==> src/rtl/l1_mem_req_sched_pkg.sv <==
// Shared sizing, request payload type and packed-field offset helper for the
// SM-to-L2 memory request scheduler.
package l1_arb_pkg;

  localparam int unsigned NUM_REQ   = 2;
  localparam int unsigned IDX_W     = (NUM_REQ > 1) ? $clog2(NUM_REQ) : 1;
  localparam int unsigned A_SRC_W   = 4;
  localparam int unsigned D_SRC_W   = IDX_W + A_SRC_W;
  localparam int unsigned ADDR_W    = 32;
  localparam int unsigned DATA_W    = 64;
  localparam int unsigned MASK_W    = 8;
  localparam int unsigned OP_W      = 3;
  localparam int unsigned MAX_OUTST = 4;
  localparam int unsigned CNT_W     = 3;

  typedef struct packed {
    logic [OP_W-1:0]    opcode;
    logic [OP_W-1:0]    param;
    logic [ADDR_W-1:0]  addr;
    logic [DATA_W-1:0]  data;
    logic [MASK_W-1:0]  mask;
    logic [D_SRC_W-1:0] source;
  } mem_req_t;

  // Low bit of requester idx's slot in a bus packed at w bits per requester.
  function automatic int unsigned fld_lo(input int unsigned idx, input int unsigned w);
    return idx * w;
  endfunction

endpackage

==> src/rtl/l1_mem_req_sched_if.sv <==
// Bundle of the per-cache request bus, the shared L2 request channel and the
// response-credit return signals.
interface l1_mem_req_sched_if;
  import l1_arb_pkg::*;

  logic [NUM_REQ-1:0]         req_valid_i;
  logic [NUM_REQ-1:0]         req_ready_o;
  logic [NUM_REQ*OP_W-1:0]    req_opcode_i;
  logic [NUM_REQ*OP_W-1:0]    req_param_i;
  logic [NUM_REQ*ADDR_W-1:0]  req_addr_i;
  logic [NUM_REQ*DATA_W-1:0]  req_data_i;
  logic [NUM_REQ*MASK_W-1:0]  req_mask_i;
  logic [NUM_REQ*A_SRC_W-1:0] req_source_i;

  logic                       out_valid_o;
  logic                       out_ready_i;
  logic [OP_W-1:0]            out_opcode_o;
  logic [OP_W-1:0]            out_param_o;
  logic [ADDR_W-1:0]          out_addr_o;
  logic [DATA_W-1:0]          out_data_o;
  logic [MASK_W-1:0]          out_mask_o;
  logic [D_SRC_W-1:0]         out_source_o;

  logic                       rsp_fire_i;
  logic [D_SRC_W-1:0]         rsp_source_i;
  logic [NUM_REQ-1:0]         outst_full_o;

  modport master (
    output req_valid_i, req_opcode_i, req_param_i, req_addr_i, req_data_i,
           req_mask_i, req_source_i, out_ready_i, rsp_fire_i, rsp_source_i,
    input  req_ready_o, out_valid_o, out_opcode_o, out_param_o, out_addr_o,
           out_data_o, out_mask_o, out_source_o, outst_full_o
  );

  modport slave (
    input  req_valid_i, req_opcode_i, req_param_i, req_addr_i, req_data_i,
           req_mask_i, req_source_i, out_ready_i, rsp_fire_i, rsp_source_i,
    output req_ready_o, out_valid_o, out_opcode_o, out_param_o, out_addr_o,
           out_data_o, out_mask_o, out_source_o, outst_full_o
  );

endinterface

==> src/rtl/l1_mem_req_sched_rr_arb.sv <==
// Round-robin arbiter: grants the first eligible requester at or above the
// pointer (wrapping), and moves the pointer past the winner only on advance.
module rr_arb #(
  parameter int unsigned NUM_REQ = 2,
  parameter int unsigned IDX_W   = (NUM_REQ > 1) ? $clog2(NUM_REQ) : 1
) (
  input  logic               clk,
  input  logic               rst,
  input  logic [NUM_REQ-1:0] elig_i,
  input  logic               adv_i,
  output logic [NUM_REQ-1:0] grant_o,
  output logic [IDX_W-1:0]   winner_o,
  output logic               any_o
);

  logic [IDX_W-1:0]   ptr_q, ptr_d;
  logic [NUM_REQ-1:0] grant_c;
  logic [IDX_W-1:0]   winner_c;
  logic               found_c;
  int unsigned        idx_c;

  // Rotating search starting at the pointer.
  always_comb begin
    grant_c  = '0;
    winner_c = '0;
    found_c  = 1'b0;
    idx_c    = 0;
    for (int unsigned k = 0; k < NUM_REQ; k++) begin
      idx_c = 32'(ptr_q) + k;
      if (idx_c >= NUM_REQ) idx_c = idx_c - NUM_REQ;
      if (!found_c && elig_i[IDX_W'(idx_c)]) begin
        found_c                  = 1'b1;
        grant_c[IDX_W'(idx_c)]   = 1'b1;
        winner_c                 = IDX_W'(idx_c);
      end
    end
  end

  always_comb begin
    ptr_d = ptr_q;
    if (adv_i) begin
      ptr_d = (winner_c == IDX_W'(NUM_REQ - 1)) ? '0 : winner_c + IDX_W'(1);
    end
  end

  always_ff @(posedge clk) begin
    if (rst) ptr_q <= '0;
    else     ptr_q <= ptr_d;
  end

  assign grant_o  = grant_c;
  assign winner_o = winner_c;
  assign any_o    = found_c;

endmodule

==> src/rtl/l1_mem_req_sched.sv <==
// Shares the SM-to-L2 request channel among the L1 caches: round-robin grant,
// one-entry registered output stage and per-requester in-flight credit limit.
module l1_mem_req_sched
  import l1_arb_pkg::*;
(
  input  logic              clk,
  input  logic              rst,
  l1_mem_req_sched_if.slave bus
);

  logic [NUM_REQ-1:0]            elig_c, grant_c, inc_c, dec_c, zero_c;
  logic [IDX_W-1:0]              winner_c, rsp_idx_c;
  logic                          any_c, load_c, rsp_ok_c;
  logic [NUM_REQ-1:0][CNT_W-1:0] cnt_q, cnt_d;
  logic                          out_valid_q, out_valid_d;
  mem_req_t                      out_q, out_d, win_c;

  // Credit check uses registered counts only, so a same-cycle response
  // cannot re-open a full requester until the next cycle.
  always_comb begin
    elig_c = '0;
    for (int unsigned i = 0; i < NUM_REQ; i++) begin
      elig_c[i] = bus.req_valid_i[i] && (cnt_q[i] < CNT_W'(MAX_OUTST));
    end
  end

  rr_arb #(
    .NUM_REQ (NUM_REQ),
    .IDX_W   (IDX_W)
  ) u_rr_arb (
    .clk      (clk),
    .rst      (rst),
    .elig_i   (elig_c),
    .adv_i    (load_c),
    .grant_o  (grant_c),
    .winner_o (winner_c),
    .any_o    (any_c)
  );

  assign load_c          = !rst && any_c && (!out_valid_q || bus.out_ready_i);
  assign bus.req_ready_o = grant_c & {NUM_REQ{load_c}};

  always_comb begin
    win_c = '0;
    for (int unsigned i = 0; i < NUM_REQ; i++) begin
      if (grant_c[i]) begin
        win_c.opcode = bus.req_opcode_i[fld_lo(i, OP_W) +: OP_W];
        win_c.param  = bus.req_param_i[fld_lo(i, OP_W) +: OP_W];
        win_c.addr   = bus.req_addr_i[fld_lo(i, ADDR_W) +: ADDR_W];
        win_c.data   = bus.req_data_i[fld_lo(i, DATA_W) +: DATA_W];
        win_c.mask   = bus.req_mask_i[fld_lo(i, MASK_W) +: MASK_W];
        win_c.source = {IDX_W'(i), bus.req_source_i[fld_lo(i, A_SRC_W) +: A_SRC_W]};
      end
    end
  end

  // Output stage: fields change only on load and hold through drain.
  always_comb begin
    out_valid_d = out_valid_q;
    out_d       = out_q;
    if (load_c) begin
      out_valid_d = 1'b1;
      out_d       = win_c;
    end else if (out_valid_q && bus.out_ready_i) begin
      out_valid_d = 1'b0;
    end
  end

  assign rsp_idx_c = bus.rsp_source_i[D_SRC_W-1 -: IDX_W];
  assign rsp_ok_c  = 32'(rsp_idx_c) < NUM_REQ;

  // Same-cycle issue and response cancel; a zero counter never underflows.
  always_comb begin
    cnt_d  = cnt_q;
    inc_c  = '0;
    dec_c  = '0;
    zero_c = '0;
    for (int unsigned i = 0; i < NUM_REQ; i++) begin
      inc_c[i]  = load_c && grant_c[i];
      dec_c[i]  = bus.rsp_fire_i && rsp_ok_c && (32'(rsp_idx_c) == i);
      zero_c[i] = (cnt_q[i] == '0);
      if (inc_c[i] && !dec_c[i]) begin
        cnt_d[i] = cnt_q[i] + CNT_W'(1);
      end else if (dec_c[i] && !inc_c[i] && !zero_c[i]) begin
        cnt_d[i] = cnt_q[i] - CNT_W'(1);
      end
    end
  end

  always_ff @(posedge clk) begin
    if (rst) begin
      out_valid_q <= 1'b0;
      out_q       <= '0;
      cnt_q       <= '0;
    end else begin
      out_valid_q <= out_valid_d;
      out_q       <= out_d;
      cnt_q       <= cnt_d;
    end
  end

  always_comb begin
    bus.outst_full_o = '0;
    for (int unsigned i = 0; i < NUM_REQ; i++) begin
      bus.outst_full_o[i] = (cnt_q[i] == CNT_W'(MAX_OUTST));
    end
  end

  assign bus.out_valid_o  = out_valid_q;
  assign bus.out_opcode_o = out_q.opcode;
  assign bus.out_param_o  = out_q.param;
  assign bus.out_addr_o   = out_q.addr;
  assign bus.out_data_o   = out_q.data;
  assign bus.out_mask_o   = out_q.mask;
  assign bus.out_source_o = out_q.source;

`ifndef SYNTHESIS
  // Responses must name a real requester with at least one request in flight.
  always_ff @(posedge clk) begin
    if (!rst && bus.rsp_fire_i) begin
      a_rsp_idx_range: assert (rsp_ok_c);
      a_rsp_underflow: assert ((dec_c & zero_c & ~inc_c) == '0);
    end
  end
`endif

endmodule

==> src/flat_wrapper.sv <==
// flat-port wrapper written by rule: the top's interface ports become plain ports
module l1_mem_req_sched_flat import l1_arb_pkg::*;
  (clk, rst, bus_req_valid_i, bus_req_opcode_i, bus_req_param_i, bus_req_addr_i, bus_req_data_i, bus_req_mask_i, bus_req_source_i, bus_out_ready_i, bus_rsp_fire_i, bus_rsp_source_i, bus_req_ready_o, bus_out_valid_o, bus_out_opcode_o, bus_out_param_o, bus_out_addr_o, bus_out_data_o, bus_out_mask_o, bus_out_source_o, bus_outst_full_o);
  l1_mem_req_sched_if bus_i ();
  input  logic clk;
  input  logic rst;
  input wire logic [$bits(bus_i.req_valid_i)-1:0] bus_req_valid_i;
  input wire logic [$bits(bus_i.req_opcode_i)-1:0] bus_req_opcode_i;
  input wire logic [$bits(bus_i.req_param_i)-1:0] bus_req_param_i;
  input wire logic [$bits(bus_i.req_addr_i)-1:0] bus_req_addr_i;
  input wire logic [$bits(bus_i.req_data_i)-1:0] bus_req_data_i;
  input wire logic [$bits(bus_i.req_mask_i)-1:0] bus_req_mask_i;
  input wire logic [$bits(bus_i.req_source_i)-1:0] bus_req_source_i;
  input wire logic [$bits(bus_i.out_ready_i)-1:0] bus_out_ready_i;
  input wire logic [$bits(bus_i.rsp_fire_i)-1:0] bus_rsp_fire_i;
  input wire logic [$bits(bus_i.rsp_source_i)-1:0] bus_rsp_source_i;
  output wire logic [$bits(bus_i.req_ready_o)-1:0] bus_req_ready_o;
  output wire logic [$bits(bus_i.out_valid_o)-1:0] bus_out_valid_o;
  output wire logic [$bits(bus_i.out_opcode_o)-1:0] bus_out_opcode_o;
  output wire logic [$bits(bus_i.out_param_o)-1:0] bus_out_param_o;
  output wire logic [$bits(bus_i.out_addr_o)-1:0] bus_out_addr_o;
  output wire logic [$bits(bus_i.out_data_o)-1:0] bus_out_data_o;
  output wire logic [$bits(bus_i.out_mask_o)-1:0] bus_out_mask_o;
  output wire logic [$bits(bus_i.out_source_o)-1:0] bus_out_source_o;
  output wire logic [$bits(bus_i.outst_full_o)-1:0] bus_outst_full_o;
  assign bus_i.req_valid_i = bus_req_valid_i;
  assign bus_i.req_opcode_i = bus_req_opcode_i;
  assign bus_i.req_param_i = bus_req_param_i;
  assign bus_i.req_addr_i = bus_req_addr_i;
  assign bus_i.req_data_i = bus_req_data_i;
  assign bus_i.req_mask_i = bus_req_mask_i;
  assign bus_i.req_source_i = bus_req_source_i;
  assign bus_i.out_ready_i = bus_out_ready_i;
  assign bus_i.rsp_fire_i = bus_rsp_fire_i;
  assign bus_i.rsp_source_i = bus_rsp_source_i;
  assign bus_req_ready_o = bus_i.req_ready_o;
  assign bus_out_valid_o = bus_i.out_valid_o;
  assign bus_out_opcode_o = bus_i.out_opcode_o;
  assign bus_out_param_o = bus_i.out_param_o;
  assign bus_out_addr_o = bus_i.out_addr_o;
  assign bus_out_data_o = bus_i.out_data_o;
  assign bus_out_mask_o = bus_i.out_mask_o;
  assign bus_out_source_o = bus_i.out_source_o;
  assign bus_outst_full_o = bus_i.outst_full_o;
  l1_mem_req_sched u_core (.clk(clk), .rst(rst), .bus(bus_i));
endmodule
==> config.mk <==
export PLATFORM = sky130hd
export DESIGN_NAME = l1_mem_req_sched_flat
export DESIGN_NICKNAME = d
export VERILOG_FILES = /design/src/rtl/l1_mem_req_sched_pkg.sv /design/src/rtl/l1_mem_req_sched_if.sv /design/src/rtl/l1_mem_req_sched_rr_arb.sv /design/src/rtl/l1_mem_req_sched.sv /design/src/flat_wrapper.sv
export SDC_FILE = /design/constraint.sdc
export NUM_CORES = 1
export LEC_CHECK = 0
export ABC_CLOCK_PERIOD_IN_PS = 4900
export BUFFER_PORTS_ARGS = -buffer_cell sky130_fd_sc_hd__buf_2
export CAP_MARGIN = 15
export CORE_AREA = 4 4 137 139
export CTS_CLUSTER_SIZE = 20
export DETAILED_ROUTE_END_ITERATION = 10
export DIE_AREA = 0 0 141 143
export SYNTH_ARGS = -nofsm -noshare
export SYNTH_HDL_FRONTEND = slang
export SYNTH_SLANG_ARGS = --single-unit
==> constraint.sdc <==
create_clock -name clk -period 4.9 [get_ports clk]
set_input_delay 0.735 -clock clk [delete_from_list [all_inputs] [get_ports clk]]
set_output_delay 0.735 -clock clk [all_outputs]
set_load 0.01 [all_outputs]
Yosys cells after proc, flatten, opt, wreduce, memory -nomap -nowiden
Cells that the tools add are included.
{"block": "word_totals", "word_cells": 89, "output_inout_bits": 120, "reg_bits": 123, "inputBits": 239}
{"block": "classes", "n_reduce_logical": 33, "n_addsub": 8, "magnitude_cmp": 8, "bitwise_logic": 3, "mux": 25, "n_eq_ne": 2}
{"cell": "$mux 115", "n": 2}
{"cell": "$logic_and 1x1->1", "n": 18}
{"cell": "$mux 1", "n": 15}
{"cell": "$mux 3", "n": 4}
{"cell": "$logic_not 1->1", "n": 9}
{"cell": "$add 3x1->3 const B", "n": 2}
{"cell": "$eq 3x3->1 const B", "n": 2}
{"cell": "$logic_not 3->1", "n": 2}
{"cell": "$lt 3x3->1 const B", "n": 2}
{"cell": "$reduce_bool 2->1", "n": 3}
{"cell": "$sub 3x1->3 const B", "n": 2}
{"cell": "$lt 1x2->1 const B", "n": 2}
{"cell": "$mux 2", "n": 2}
{"cell": "$add 1x1->2 const B", "n": 1}
{"cell": "$and 2x2->2", "n": 1}
{"cell": "$demux 1 s1", "n": 2}
{"cell": "$ge 1x1->1 const B", "n": 2}
{"cell": "$ge 1x2->1 const B", "n": 1}
{"cell": "$ge 2x2->1 const B", "n": 1}
{"cell": "$or 2x2->2", "n": 1}
{"cell": "$sub 1x1->1 const B", "n": 2}
{"cell": "$add 1x1->1 const B", "n": 1}
{"cell": "$logic_or 1x1->1", "n": 1}
{"cell": "$not 1->1", "n": 1}

Depth between registers and ports, before layout
{"block": "logic_depth", "depth_word": 16, "ltp_mapped": 9}

Modules after synthesis
A second synthesis with hierarchy kept.
{"block": "unflattened", "cells_unflattened": 597, "hier_area_um2": 5198.7}
{"module": "l1_mem_req_sched", "seq_area_each_um2": 2442.3, "area_per_inst_um2": 5117.4, "instances": 1, "cells_per_inst": 589}
{"module": "rr_arb", "seq_area_each_um2": 20.0, "area_per_inst_um2": 81.3, "instances": 1, "cells_per_inst": 8}

Worst setup path after synthesis
No wires, ideal clock.
{"block": "synth_timing", "kind": "input port to flip-flop", "start": "input port bus_req_valid_i[1]", "end": "register u_core.cnt_q[1] (netlist name)", "path_slack_ns": 1.679, "setup_ns": 0.061, "path_stages": 8, "arrival_ns": 3.160, "t_required_ns": 4.839, "cell_sequence": "nor2b_1 -> a2111oi_4 -> clkbuf_1 -> nand2_1 -> fa_1 -> or4b_2 -> a21oi_1 -> a311o_1"}
{"item": "start, declared", "line_no": "flat_wrapper.sv:7", "rtl": "input wire logic [$bits(bus_i.req_valid_i)-1:0] bus_req_valid_i;"}
{"item": "end signal, assigned", "line_no": "l1_mem_req_sched.sv:98", "rtl": "cnt_q <= cnt_d;"}
{"item": "end, declared", "line_no": "l1_mem_req_sched.sv:14", "rtl": "logic [NUM_REQ-1:0][CNT_W-1:0] cnt_q, cnt_d;"}

Final worst setup path
{"block": "layout_timing", "start": "input port rst", "end": "output port bus_req_ready_o[0]"}
{"block": "layout_between", "elab_chain_len": 4}
{"item": "start, declared", "line_no": "flat_wrapper.sv:6", "rtl": "input logic rst;"}
{"item": "$logic_not 1->1", "line_no": "l1_mem_req_sched.sv:40", "rtl": "assign load_c = !rst && any_c && (!out_valid_q || bus.out_ready_i);"}
{"item": "$logic_and 1x1->1 (2 in series)", "line_no": "l1_mem_req_sched.sv:40"}
{"item": "$and 2x2->2", "line_no": "l1_mem_req_sched.sv:41", "rtl": "assign bus.req_ready_o = grant_c & {NUM_REQ{load_c}};"}
{"item": "end, declared", "line_no": "flat_wrapper.sv:17", "rtl": "output wire logic [$bits(bus_i.req_ready_o)-1:0] bus_req_ready_o;"}
No other way between the ends.

==> key figures <==
Pwr
  – Total power: 0.00301 W
  – VDD IR max: 0.222 mV
  – LEAKAGE: between 3 and 4 nW
  – Pwr Density: between 400 and 500 nW/um^2

Detailed routing
  – Via count: 5,262
  – Drt wl/cell: ~17 um
  – Residual DRC: 0
  – Starting DRT DRC Count: ~560
  – Routed Antenna Nets: 0
  – Final WL: 17.1 mm
  – Pre-antenna DRT Iters: 9
  – Vias per inst: ~5.1

Timing
  – RSZ-0062 raised after global routing: false
  – Worst-margin pin slew: 1.02 ns
  – Hold Fails Final Rpt: 0
  – Setup tns final: 0 ns
  – Slew margin rel.: 31.7%
  – Ratio of final minimum period to clock period: 66.3%
  – Worst Skew: 0.00790 ns
  – Hold WS: 0.444 ns
  – Slew Limit Fails: 0
  – Final setup fails: 0
  – Tmin final: 3.25 ns
  – FMAX: 308 MHz

Final layout
  – Layout cells sized above 1: 50.0%
  – Nets: around 1,000
  – Ant diodes: 0
  – Synthesis-to-layout area growth: 54.1%

Global routing
  – First-pass GRT wire length: about 26 mm
  – Vias in the first global route: 4,829
  – Largest net degree at the start of global routing: 93
  – Total global routing overflow: 0
  – Met3 Resource Use GR: 5.56%
  – Initial antenna violation count: 0
  – Met1 global-route usage: 19.1%
  – Layer with the highest usage: met2
  – Overall routing resource usage: roughly 16%
  – Met2 Use GR: 26.6%

Critical path
  – Worst path required time: 4.16 ns
  – Setup Crit Path Kind: primary input to output port
  – Arrival time at the worst endpoint: 2.51 ns
  – Crit end category: output port
  – Crit path max fanout: 92
  – CP startpoint kind: primary input
  – Worst R2R Setup Slack: 2.46 ns
  – FF-to-FF path depth: 7

Floorplanning
  – Boundary Pins: 359
  – Die Ht: 143 um
  – FP Rows: 49
  – Initial core utilization: ~27%
  – Total Die Area: 20,200 um^2
  – Die Width: 141 um
  – Core Footprint: 17,700 um^2

Synth
  – Synth top area cells: dfxtp_1 (52%), a222oi_1 (17%), nor2_1 (6.3%)
  – Register area share after synthesis: 51.7%
  – Top FF cell, synth: dfxtp_1
  – Post-synth cell types: 38
  – Async set or reset register ratio after synthesis: 0%
  – Number of synthesized flops with an enable pin: 0
  – Synth Cell Area: 4760 um^2
  – Commonest cells post-synth: dfxtp_1 (123), a222oi_1 (80), nor2_1 (80)
  – Synth top area share: 51.7%
  – Syn Inst Count: between 400 and 500
  – Avg Cell Area, Syn: 10.3 um^2
  – Syn nets: 702
  – FF+latch count, synth: between 100 and 150
  – Count leader, synth: dfxtp_1
  – Post-synth top area cell: dfxtp_1
  – Ys Warns: 0

Placed design
  – HPWL Detailed: about 12 mm
  – Port bufs: 354
  – Routability-driven placement congestion ratio: 0.790

CTS
  – Cts bufs inserted: 17
  – CTS max path bufs: 2
  – CTS sink count: 123
  – CTS tree: yes
  – Total setup buffers inserted after CTS: 0
  – Clock transition at path regs: 0.06 ns
  – # hold bufs at CTS: 0
  – Clk_lat worst skew: 0.41 ns
  – Clock root cell: clkbuf_16
  – Resize count post-CTS: 0
  – H-tree depth: 4

Worst hold path
  – Worst Hold Class: register to register
  – WHS Path Cells: 1

Run status
  – Outcome: finished, final reports clean

Job
  – Max Cap Viol: 0
==> per-stage QoR <==
| step | cell area [um^2] | util [%] | std cells | setup slack, ns |
|---|---|---|---|---|
| 2_1_floorplan | 4760 | - | 461 | 1.68 |
| 3_3_place_gp | 6690 | 37.9 | 1000 | 1.51 |
| 3_5_place_dp | 6690 | 37.9 | 1000 | 1.54 |
| 4_1_cts | 7310 | 41.4 | 1032 | 1.53 |
| 5_1_grt | 7330 | 41.5 | 1033 | 1.48 |
| 6_report | 7330 | 41.5 | 1033 | 1.65 |
==> critical path, cell delays in order <==
cell and delay [ns]:
buf_4 0.36, a2111oi_4 0.35, buf_4 0.77, buf_2 0.27
==> cells by family (layout without fill, tap and decap cells) <==
logic type	count (synthesis)	in the layout	share of synthesized area [%]
buf+inv	54	397	4.58
xor+xnor	2	2	0.368
fa+ha+maj	2	2	0.841
simple gates	111	111	10.4
flops	123	123	51.7
compound gates	169	169	32.1
==> path summary, 6_finish.rpt <==
| path | from | to |
|---|---|---|
| max | rst | bus_req_ready_o[0] |
| min | u_core.bus.out_source_o[4] | u_core.bus.out_source_o[4] |
| min reg2reg | u_core.bus.out_source_o[4] | u_core.bus.out_source_o[4] |
| max reg2reg | u_core.cnt_q[5] | u_core.cnt_q[1] |
==> where the power goes <==
| group | switching (W) | internal (W) |
|---|---|---|
| Combinational | 0.000290 | 0.000259 |
| Sequential | 0.0000596 | 0.00110 |
| Clock | 0.000471 | 0.000830 |
==> placed cells by master (no fill, tap or decap), types with 5 or more instances in the layout <==
| cell type | Yosys | routed |
|---|---|---|
| a222oi_1 | 80 | 80 |
| a22oi_1 | 34 | 34 |
| buf_2 | 12 | 353 |
| buf_4 | 0 | 9 |
| clkbuf_16 | 0 | 17 |
| dfxtp_1 | 123 | 123 |
| nand2_1 | 5 | 5 |
| nand3_1 | 5 | 5 |
| nor2_1 | 80 | 80 |
| o2bb2ai_1 | 33 | 33 |
==> layout make-up <==
cell class	instances	area, um^2
Clock inverter	13	165
Clock buffer	19	453
Tap cell	229	287
Inverter	2	7.51
Timing Repair Buffer	363	1860
Multi-Input combinational cell	284	2100
Fill cell	1724	10300
Sequential cell	123	2460
==> layer usage <==
layer / vias up / share of wire [%]
li1: 2529 / -
met1: 2398 / 38
met2: 319 / 49
met3: 16 / 12
met4: 0 / 1.5
met5: - / 0
==> registers in the layout, summed over array words and instances, names as in the netlist, named ones only <==
register and count:
u_core.bus.out_opcode_o 3, u_core.bus.out_data_o 64, u_core.bus.out_valid_o 1, u_core.bus.out_mask_o 8, u_core.cnt_q 6, u_core.bus.out_source_o 5
u_core.bus.out_addr_o 32, u_core.bus.out_param_o 3
No activity file was read; power rests on OpenSTA's default activity.
